### src/rtl/fp_div_pkg.sv
// ============================================================================
//  Module      : fp_div_pkg
//  Description : Shared constants, special-case codes, flag indices and the
//                S1 pipeline record for the divider normalize/pack stage.
//  Revision    : 1.0 - initial release
// ============================================================================
`default_nettype none

package fp_div_pkg;

    localparam int BIAS   = 127;          // exponent bias added to (rexp - dexp)
    localparam int EXP_W  = 8;            // IEEE-754 single exponent field
    localparam int EXP_IW = 10;           // internal signed exponent width
    localparam int MANT_W = 23;           // stored fraction width
    localparam int QM_W   = 26;           // 1 integer + 23 fraction + guard + round
    localparam int RND_W  = MANT_W + 2;   // {hidden, frac, guard} denormalize width

    typedef enum logic [2:0] {
        SPC_NORM = 3'b000,
        SPC_ZERO = 3'b001,
        SPC_INF  = 3'b010,
        SPC_NAN  = 3'b011,
        SPC_DZ   = 3'b100
    } special_e;

    localparam int FLG_OVF = 3;
    localparam int FLG_UNF = 2;
    localparam int FLG_INX = 1;
    localparam int FLG_DZ  = 0;

    localparam logic [31:0]      QNAN    = 32'h7FC0_0000;
    localparam logic [EXP_W-1:0] EXP_MAX = 8'hFF;

    // Normalized quotient handed from S1 to S2; exp is two's complement.
    typedef struct packed {
        logic              sign;
        special_e          special;
        logic [EXP_IW-1:0] exp;
        logic [MANT_W-1:0] frac;
        logic              g;
        logic              s;
    } s1_t;

endpackage

`default_nettype wire

### src/rtl/fp_div_normalize_pack_if.sv
// ============================================================================
//  Module      : fp_div_normalize_pack_if
//  Description : Upstream quotient and downstream result valid/ready bundle
//                for the divider normalize/pack stage.
//  Revision    : 1.0 - initial release
// ============================================================================
`default_nettype none

interface fp_div_normalize_pack_if;
    import fp_div_pkg::*;

    logic                    in_valid;
    logic                    in_ready;
    logic                    in_sign;
    logic [EXP_W-1:0]        in_rexp;
    logic [EXP_W-1:0]        in_dexp;
    logic [QM_W-1:0]         in_qmant;
    logic                    in_sticky;
    logic [2:0]              in_special;
    logic                    out_valid;
    logic                    out_ready;
    logic [31:0]             out_q;
    logic [3:0]              out_flags;

    // Producer of quotients and consumer of results.
    modport master (
        output in_valid, in_sign, in_rexp, in_dexp, in_qmant, in_sticky, in_special,
        output out_ready,
        input  in_ready, out_valid, out_q, out_flags
    );

    // The normalize/pack stage itself.
    modport slave (
        input  in_valid, in_sign, in_rexp, in_dexp, in_qmant, in_sticky, in_special,
        input  out_ready,
        output in_ready, out_valid, out_q, out_flags
    );

endinterface

`default_nettype wire

### src/rtl/fp_div_round_rne.sv
// ============================================================================
//  Module      : fp_div_round_rne
//  Description : Round-to-nearest-even of a fraction with guard and sticky.
//                Reports carry out of the fraction and inexactness.
//  Revision    : 1.0 - initial release
// ============================================================================
`default_nettype none

module fp_div_round_rne
    import fp_div_pkg::*;
(
    input  logic [MANT_W-1:0] frac,
    input  logic              g,
    input  logic              s,
    output logic [MANT_W-1:0] frac_rnd,
    output logic              carry,
    output logic              inexact
);

    logic w_round_up;

    // Round up above half, or at exactly half when the kept LSB is odd.
    always_comb begin
        w_round_up          = g & (s | frac[0]);
        {carry, frac_rnd}   = {1'b0, frac} + {{MANT_W{1'b0}}, w_round_up};
        inexact             = g | s;
    end

endmodule

`default_nettype wire

### src/rtl/fp_div_normalize_pack.sv
// ============================================================================
//  Module      : fp_div_normalize_pack
//  Description : Post-divide stage after the radix-4 SRT core. S1 forms the
//                biased exponent and normalizes the quotient to 1.f; S2 rounds
//                to nearest-even, detects overflow/underflow and packs an
//                IEEE-754 single with {ovf, unf, inx, dz} flags.
//                Optional macro DIV_SUBNORMAL_EN: produce gradual-underflow
//                subnormals instead of flushing tiny results to zero.
//  Revision    : 1.0 - initial release
// ============================================================================
`default_nettype none

module fp_div_normalize_pack
    import fp_div_pkg::*;
(
    input  logic                     clk,
    input  logic                     resetn,
    fp_div_normalize_pack_if.slave   bus
);

    logic              w_s2_adv;
    logic              w_s1_adv;
    logic              r_s1_valid;
    s1_t               r_s1;
    s1_t               w_s1_next;
    logic [EXP_IW-1:0] w_exp0;

    logic [MANT_W-1:0] w_rnd_frac;
    logic              w_rnd_g;
    logic              w_rnd_s;
    logic [MANT_W-1:0] w_frac_rnd;
    logic              w_carry;
    logic              w_inexact;
    logic [EXP_IW-1:0] w_exp_rnd;

    logic [31:0]       w_q;
    logic [3:0]        w_flags;
    logic              r_out_valid;
    logic [31:0]       r_out_q;
    logic [3:0]        r_out_flags;

    // Pipeline advance: S2 frees when empty or drained, S1 when S2 can take it.
    always_comb begin
        w_s2_adv = ~r_out_valid | bus.out_ready;
        w_s1_adv = ~r_s1_valid | w_s2_adv;
    end

    assign bus.in_ready  = w_s1_adv;
    assign bus.out_valid = r_out_valid;
    assign bus.out_q     = r_out_q;
    assign bus.out_flags = r_out_flags;

    // S1: biased exponent difference and one-bit normalization of the quotient.
    always_comb begin
        w_exp0              = {2'b00, bus.in_rexp} - {2'b00, bus.in_dexp} + EXP_IW'(BIAS);
        w_s1_next.sign      = bus.in_sign;
        w_s1_next.special   = special_e'(bus.in_special);
        if (bus.in_qmant[QM_W-1]) begin
            w_s1_next.exp   = w_exp0;
            w_s1_next.frac  = bus.in_qmant[QM_W-2:2];
            w_s1_next.g     = bus.in_qmant[1];
            w_s1_next.s     = bus.in_qmant[0] | bus.in_sticky;
        end else begin
            // Quotient below 1.0: shift left one place and compensate.
            w_s1_next.exp   = w_exp0 - EXP_IW'(1);
            w_s1_next.frac  = bus.in_qmant[QM_W-3:1];
            w_s1_next.g     = bus.in_qmant[0];
            w_s1_next.s     = bus.in_sticky;
        end
    end

    // S1 register: capture a quotient whenever the stage is free to move.
    always_ff @(posedge clk or negedge resetn) begin
        if (!resetn) begin
            r_s1_valid <= 1'b0;
            r_s1       <= '0;
        end else if (w_s1_adv) begin
            r_s1_valid <= bus.in_valid;
            if (bus.in_valid) begin
                r_s1 <= w_s1_next;
            end
        end
    end

`ifdef DIV_SUBNORMAL_EN
    logic              w_tiny;
    logic [EXP_IW-1:0] w_sh_raw;
    logic [4:0]        w_sh_amt;
    logic [RND_W-1:0]  w_mant;
    logic [RND_W-1:0]  w_mask;
    logic [RND_W-2:0]  w_mant_sh;
    logic              w_lost;

    // Tiny results: denormalize {1,frac,g} to the 2^-126 scale before rounding.
    always_comb begin
        w_tiny    = ($signed(r_s1.exp) < $signed(EXP_IW'(1)));
        w_sh_raw  = EXP_IW'(1) - r_s1.exp;
        w_sh_amt  = (w_sh_raw > EXP_IW'(RND_W)) ? 5'(RND_W) : w_sh_raw[4:0];
        w_mant    = {1'b1, r_s1.frac, r_s1.g};
        w_mant_sh = (RND_W-1)'(w_mant >> w_sh_amt);
        w_mask    = ~({RND_W{1'b1}} << w_sh_amt);
        w_lost    = |(w_mant & w_mask);
        if (w_tiny) begin
            w_rnd_frac = w_mant_sh[RND_W-2:1];
            w_rnd_g    = w_mant_sh[0];
            w_rnd_s    = r_s1.s | w_lost;
        end else begin
            w_rnd_frac = r_s1.frac;
            w_rnd_g    = r_s1.g;
            w_rnd_s    = r_s1.s;
        end
    end
`else
    // Rounding always operates on the normalized fraction.
    always_comb begin
        w_rnd_frac = r_s1.frac;
        w_rnd_g    = r_s1.g;
        w_rnd_s    = r_s1.s;
    end
`endif

    fp_div_round_rne u_round (
        .frac     (w_rnd_frac),
        .g        (w_rnd_g),
        .s        (w_rnd_s),
        .frac_rnd (w_frac_rnd),
        .carry    (w_carry),
        .inexact  (w_inexact)
    );

    // S2: range check on the rounded exponent and IEEE packing; specials bypass.
    always_comb begin
        w_exp_rnd = r_s1.exp + {{(EXP_IW-1){1'b0}}, w_carry};
        w_q       = '0;
        w_flags   = '0;
        case (r_s1.special)
            SPC_NORM: begin
`ifdef DIV_SUBNORMAL_EN
                if (w_tiny) begin
                    // A carry into the hidden bit lands exactly on exponent field 1.
                    w_q              = {r_s1.sign, 7'b0, w_carry, w_frac_rnd};
                    w_flags[FLG_UNF] = w_inexact;
                    w_flags[FLG_INX] = w_inexact;
                end else if ($signed(w_exp_rnd) >= $signed(EXP_IW'(255))) begin
                    w_q              = {r_s1.sign, EXP_MAX, {MANT_W{1'b0}}};
                    w_flags[FLG_OVF] = 1'b1;
                    w_flags[FLG_INX] = 1'b1;
                end else begin
                    w_q              = {r_s1.sign, w_exp_rnd[EXP_W-1:0], w_frac_rnd};
                    w_flags[FLG_INX] = w_inexact;
                end
`else
                if ($signed(w_exp_rnd) >= $signed(EXP_IW'(255))) begin
                    w_q              = {r_s1.sign, EXP_MAX, {MANT_W{1'b0}}};
                    w_flags[FLG_OVF] = 1'b1;
                    w_flags[FLG_INX] = 1'b1;
                end else if ($signed(w_exp_rnd) < $signed(EXP_IW'(1))) begin
                    w_q              = {r_s1.sign, 31'h0};
                    w_flags[FLG_UNF] = 1'b1;
                    w_flags[FLG_INX] = 1'b1;
                end else begin
                    w_q              = {r_s1.sign, w_exp_rnd[EXP_W-1:0], w_frac_rnd};
                    w_flags[FLG_INX] = w_inexact;
                end
`endif
            end
            SPC_ZERO: w_q = {r_s1.sign, 31'h0};
            SPC_INF:  w_q = {r_s1.sign, EXP_MAX, {MANT_W{1'b0}}};
            SPC_NAN:  w_q = QNAN;
            SPC_DZ: begin
                w_q             = {r_s1.sign, EXP_MAX, {MANT_W{1'b0}}};
                w_flags[FLG_DZ] = 1'b1;
            end
            default:  w_q = QNAN;
        endcase
    end

    // S2 register: result holds steady while the consumer stalls.
    always_ff @(posedge clk or negedge resetn) begin
        if (!resetn) begin
            r_out_valid <= 1'b0;
            r_out_q     <= '0;
            r_out_flags <= '0;
        end else if (w_s2_adv) begin
            r_out_valid <= r_s1_valid;
            if (r_s1_valid) begin
                r_out_q     <= w_q;
                r_out_flags <= w_flags;
            end
        end
    end

endmodule

`default_nettype wire

### src/flat_wrapper.sv
// flat-port wrapper written by rule: the top's interface ports become plain ports
module fp_div_normalize_pack_flat import fp_div_pkg::*;
  (clk, resetn, bus_in_valid, bus_in_sign, bus_in_rexp, bus_in_dexp, bus_in_qmant, bus_in_sticky, bus_in_special, bus_out_ready, bus_in_ready, bus_out_valid, bus_out_q, bus_out_flags);
  fp_div_normalize_pack_if bus_i ();
  input  logic clk;
  input  logic resetn;
  input wire logic [$bits(bus_i.in_valid)-1:0] bus_in_valid;
  input wire logic [$bits(bus_i.in_sign)-1:0] bus_in_sign;
  input wire logic [$bits(bus_i.in_rexp)-1:0] bus_in_rexp;
  input wire logic [$bits(bus_i.in_dexp)-1:0] bus_in_dexp;
  input wire logic [$bits(bus_i.in_qmant)-1:0] bus_in_qmant;
  input wire logic [$bits(bus_i.in_sticky)-1:0] bus_in_sticky;
  input wire logic [$bits(bus_i.in_special)-1:0] bus_in_special;
  input wire logic [$bits(bus_i.out_ready)-1:0] bus_out_ready;
  output wire logic [$bits(bus_i.in_ready)-1:0] bus_in_ready;
  output wire logic [$bits(bus_i.out_valid)-1:0] bus_out_valid;
  output wire logic [$bits(bus_i.out_q)-1:0] bus_out_q;
  output wire logic [$bits(bus_i.out_flags)-1:0] bus_out_flags;
  assign bus_i.in_valid = bus_in_valid;
  assign bus_i.in_sign = bus_in_sign;
  assign bus_i.in_rexp = bus_in_rexp;
  assign bus_i.in_dexp = bus_in_dexp;
  assign bus_i.in_qmant = bus_in_qmant;
  assign bus_i.in_sticky = bus_in_sticky;
  assign bus_i.in_special = bus_in_special;
  assign bus_i.out_ready = bus_out_ready;
  assign bus_in_ready = bus_i.in_ready;
  assign bus_out_valid = bus_i.out_valid;
  assign bus_out_q = bus_i.out_q;
  assign bus_out_flags = bus_i.out_flags;
  fp_div_normalize_pack u_core (.clk(clk), .resetn(resetn), .bus(bus_i));
endmodule
### config.mk
export PLATFORM = sky130hd
export DESIGN_NAME = fp_div_normalize_pack_flat
export DESIGN_NICKNAME = d
export VERILOG_FILES = /design/src/rtl/fp_div_pkg.sv /design/src/rtl/fp_div_normalize_pack_if.sv /design/src/rtl/fp_div_round_rne.sv /design/src/rtl/fp_div_normalize_pack.sv /design/src/flat_wrapper.sv
export SDC_FILE = /design/constraint.sdc
export NUM_CORES = 1
export LEC_CHECK = 0
export CAP_MARGIN = 0
export CORE_AREA = 2 2 105 107
export CTS_CLUSTER_SIZE = 24
export DETAILED_ROUTE_END_ITERATION = 10
export DIE_AREA = 0 0 107 109
export HOLD_SLACK_MARGIN = 0.06
export PLACE_DENSITY = 0.7
export SETUP_SLACK_MARGIN = 0.1
export SYNTH_ARGS = -nofsm -noshare
export SYNTH_HDL_FRONTEND = slang
export SYNTH_HIERARCHICAL = 1
export SYNTH_SLANG_ARGS = --single-unit
### constraint.sdc
create_clock -name clk -period 9.9 [get_ports clk]
set_clock_uncertainty 0.05 [all_clocks]
set_input_delay 1.98 -clock clk [delete_from_list [all_inputs] [get_ports clk]]
set_output_delay 1.98 -clock clk [all_outputs]
set_load 0.005 [all_outputs]
==> metrics.txt <==
CP endpoint kind output port; crit-path cells clkdlybuf4s50_1 > nand3b_1 > clkdlybuf4s50_1; simple-gate area share of the yosys netlist 0.192; DIE AREA 11700 µm²; Reg2Reg Depth 16; crit path to bus_in_ready; VDD IR max 0.0636 mV; I/O Buffers 88; Num Clock Sinks 77; critical path's largest stage delay 530 ps; finished layout cell area 5870 µm²; Worst Path Arrival 3160 ps; die height 109 µm; post-cts sizing count 0; Worst path slowest cell clkdlybuf4s50_1; vias after detailed routing 3772; unrepaired setup endpoints after global routing false; leakage power 0.00255 µW; WL/cell 13.8 µm; row count 38; area of the core 10600 µm²; Fillers 940; worst reg2reg path endpoint u_core/bus.out_q[4]$_DFFE_PN0P_; YS warnings 6; period utilization 0.525; hold crit path type flop to flop; critical path launch point type input port; commonest non-fill, non-tap cell in the layout clkdlybuf4s50_1; Max-slew headroom 0.348; Post-Synthesis Cell Area 4640 µm²; clock latency on the worst-skew pair 340 ps; Synth Area in Compound Gates 0.176; Slew Limit Fails 0; Placer Congestion 0.833; Post-synth EDFFs 0; XOR/XNOR Fraction of Synth Area 0.0861; total CTS buffers 9; highest-count cells in the layout ignoring fill and taps clkdlybuf4s50_1 (87), dfrtp_1 (77), nand2_1 (73); clk buf depth 2; vias per cell 5.20; antenna-violating nets left 0; Tot GR Track Use 0.180; initial antenna violation count 0; Max-Cap Viols 0; CTS tree built; max frequency 193 MHz; main combinational cell family by area after synthesis simple AND/OR/NAND/NOR gates; Setup CP Type input port to output port; Critical R2R Launch u_core/w_rnd_frac[0]$_DFFE_PN0P_; Initial Utilization 0.437; Yosys cell types 58; share of layout cells above drive strength 1 0.0580; Die Width 107 µm; Clock Pin Slew Worst Setup and Hold Paths 80 ps; status completed; Antenna diodes 0; R2R setup slack 5810 ps; Worst path most repeated cell clkdlybuf4s50_1; Worst-Margin Slew 976 ps; syn avg cell area 9.29 µm²; Seq/Total Area, Yosys 0.416; H-tree depth 3; Top Ports 89; adder-cell area share of the yosys netlist 0.0448; mux contribution to synthesized area 0.0540; CP Max Fanout 4; Final Hold Vio Count 0; GRT Residual Overflow 0; DP Area 5640 µm²; Root Driver clkbuf_8; Nets 648; Critical path origin bus_out_ready; final wirelength 10000 µm; final critical-path required period 5190 ps; setup bufs post-CTS 0; CTS Hold Buffers Added 0; # DRC 0; largest net degree at the start of global routing 78; # setup viols final 0; Async SR Flop Fraction 1.00; PwrDens 165 nW/µm²; synthesized flop and latch total 77; initial detailed-routing violation count 129; post-place setup slack 4720 ps; first-pass GRT wire length 17000 µm; setup tns final 0 ps; Main synth FF type dfrtp_1; syn_nets 566; end-of-flow core utilization 0.554; vias in the first global route 3627; final setup margin 4710 ps; Synth Instances 499; Worst Path Required 7870 ps; Layout area overhead 26.7%; hpwl dp 7570 µm; 1st-pass router iterations 4
-- cell usage after synthesis (11+ instances only) --
| master | instances | area, µm² |
|---|---|---|
| a21oi_1 | 13 | 65.1 |
| a22o_1 | 23 | 201 |
| clkbuf_1 | 13 | 48.8 |
| dfrtp_1 | 77 | 1930 |
| ha_1 | 15 | 188 |
| inv_1 | 17 | 63.8 |
| mux2i_1 | 25 | 250 |
| nand2_1 | 74 | 278 |
| nand3_1 | 21 | 105 |
| nor2_1 | 22 | 82.6 |
| nor3_1 | 11 | 55.1 |
| o21ai_0 | 44 | 220 |
| xnor2_1 | 20 | 175 |
| xor2_1 | 23 | 201 |
-- registers in the layout, summed over array words and instances (netlist names) --
register              cells
u_core/w_rnd_s            1
u_core/bus.out_valid      1
u_core/w_rnd_g            1
u_core/bus.out_flags      4
u_core/r_s1              14
u_core/w_rnd_frac        23
u_core/r_s1_valid         1
u_core/bus.out_q         32
-- critical path: cells and delay by family --
kind / cells / cell delay [ps]
buf+inv: 2 / 1000
simple gates: 1 / 180
-- how the worst min path moves through the flow --
| stage | from | end | slack [ps] | cells after the start |
|---|---|---|---|---|
| 6_report | u_core/r_s1[38]$_DFFE_PN0P_ | u_core/r_s1[38]$_DFFE_PN0P_ | 420 | 2 |
| 5_1_grt | u_core/r_s1[38]$_DFFE_PN0P_ | u_core/r_s1[38]$_DFFE_PN0P_ | 460 | 2 |
| 4_1_cts | u_core/r_s1[38]$_DFFE_PN0P_ | u_core/r_s1[38]$_DFFE_PN0P_ | 430 | 2 |
| 3_5_place_dp | u_core/r_s1[38]$_DFFE_PN0P_ | u_core/r_s1[38]$_DFFE_PN0P_ | 410 | 2 |
| 3_3_place_gp | u_core/r_s1[38]$_DFFE_PN0P_ | u_core/r_s1[38]$_DFFE_PN0P_ | 400 | 2 |
| 2_1_floorplan | u_core/r_s1[38]$_DFFE_PN0P_ | u_core/r_s1[38]$_DFFE_PN0P_ | 390 | 2 |
-- area by class of cell --
type,count,area [µm²],area share
Timing Repair Buffer,91,901,0.153
Multi-Input combinational cell,385,2570,0.437
Clock inverter,7,114,0.0194
Clock buffer,9,124,0.0211
Sequential cell,77,1930,0.328
Inverter,17,63.8,0.0109
Tap cell,140,175,0.0298
-- per-stage QoR --
| step | std cells | hold WS, ps | power, µW |
|---|---|---|---|
| after floorplan | 499 | 387 | 577 |
| after global placement | 710 | 405 | 686 |
| after detailed placement | 710 | 411 | 694 |
| after CTS | 726 | 428 | 976 |
| after global routing | 726 | 460 | 1030 |
| final | 726 | 420 | 968 |
-- kinds of logic (layout without fill, tap and decap cells) --
logic type,Yosys count,after routing
mux,25,25
simple gates,179,179
fa+ha+maj,16,16
flops,77,77
xor+xnor,44,44
buf+inv,37,124
compound gates,121,121
-- per-layer routing --
layer	up-vias	share of wire	GRT usage
li1	1932	-	-
met1	1757	0.48	0.238
met2	72	0.48	0.306
met3	11	0.032	0.0299
met4	0	0.011	0.0547
met5	-	0	0
-- where the power goes --
group          switching [µW]  internal (µW)  total [µW]
registers                51.1            366         417
clock network             113            167         280
logic                     129            142         271
total                     294            674         968
Note: power is estimated with default switching activity, not from simulation.
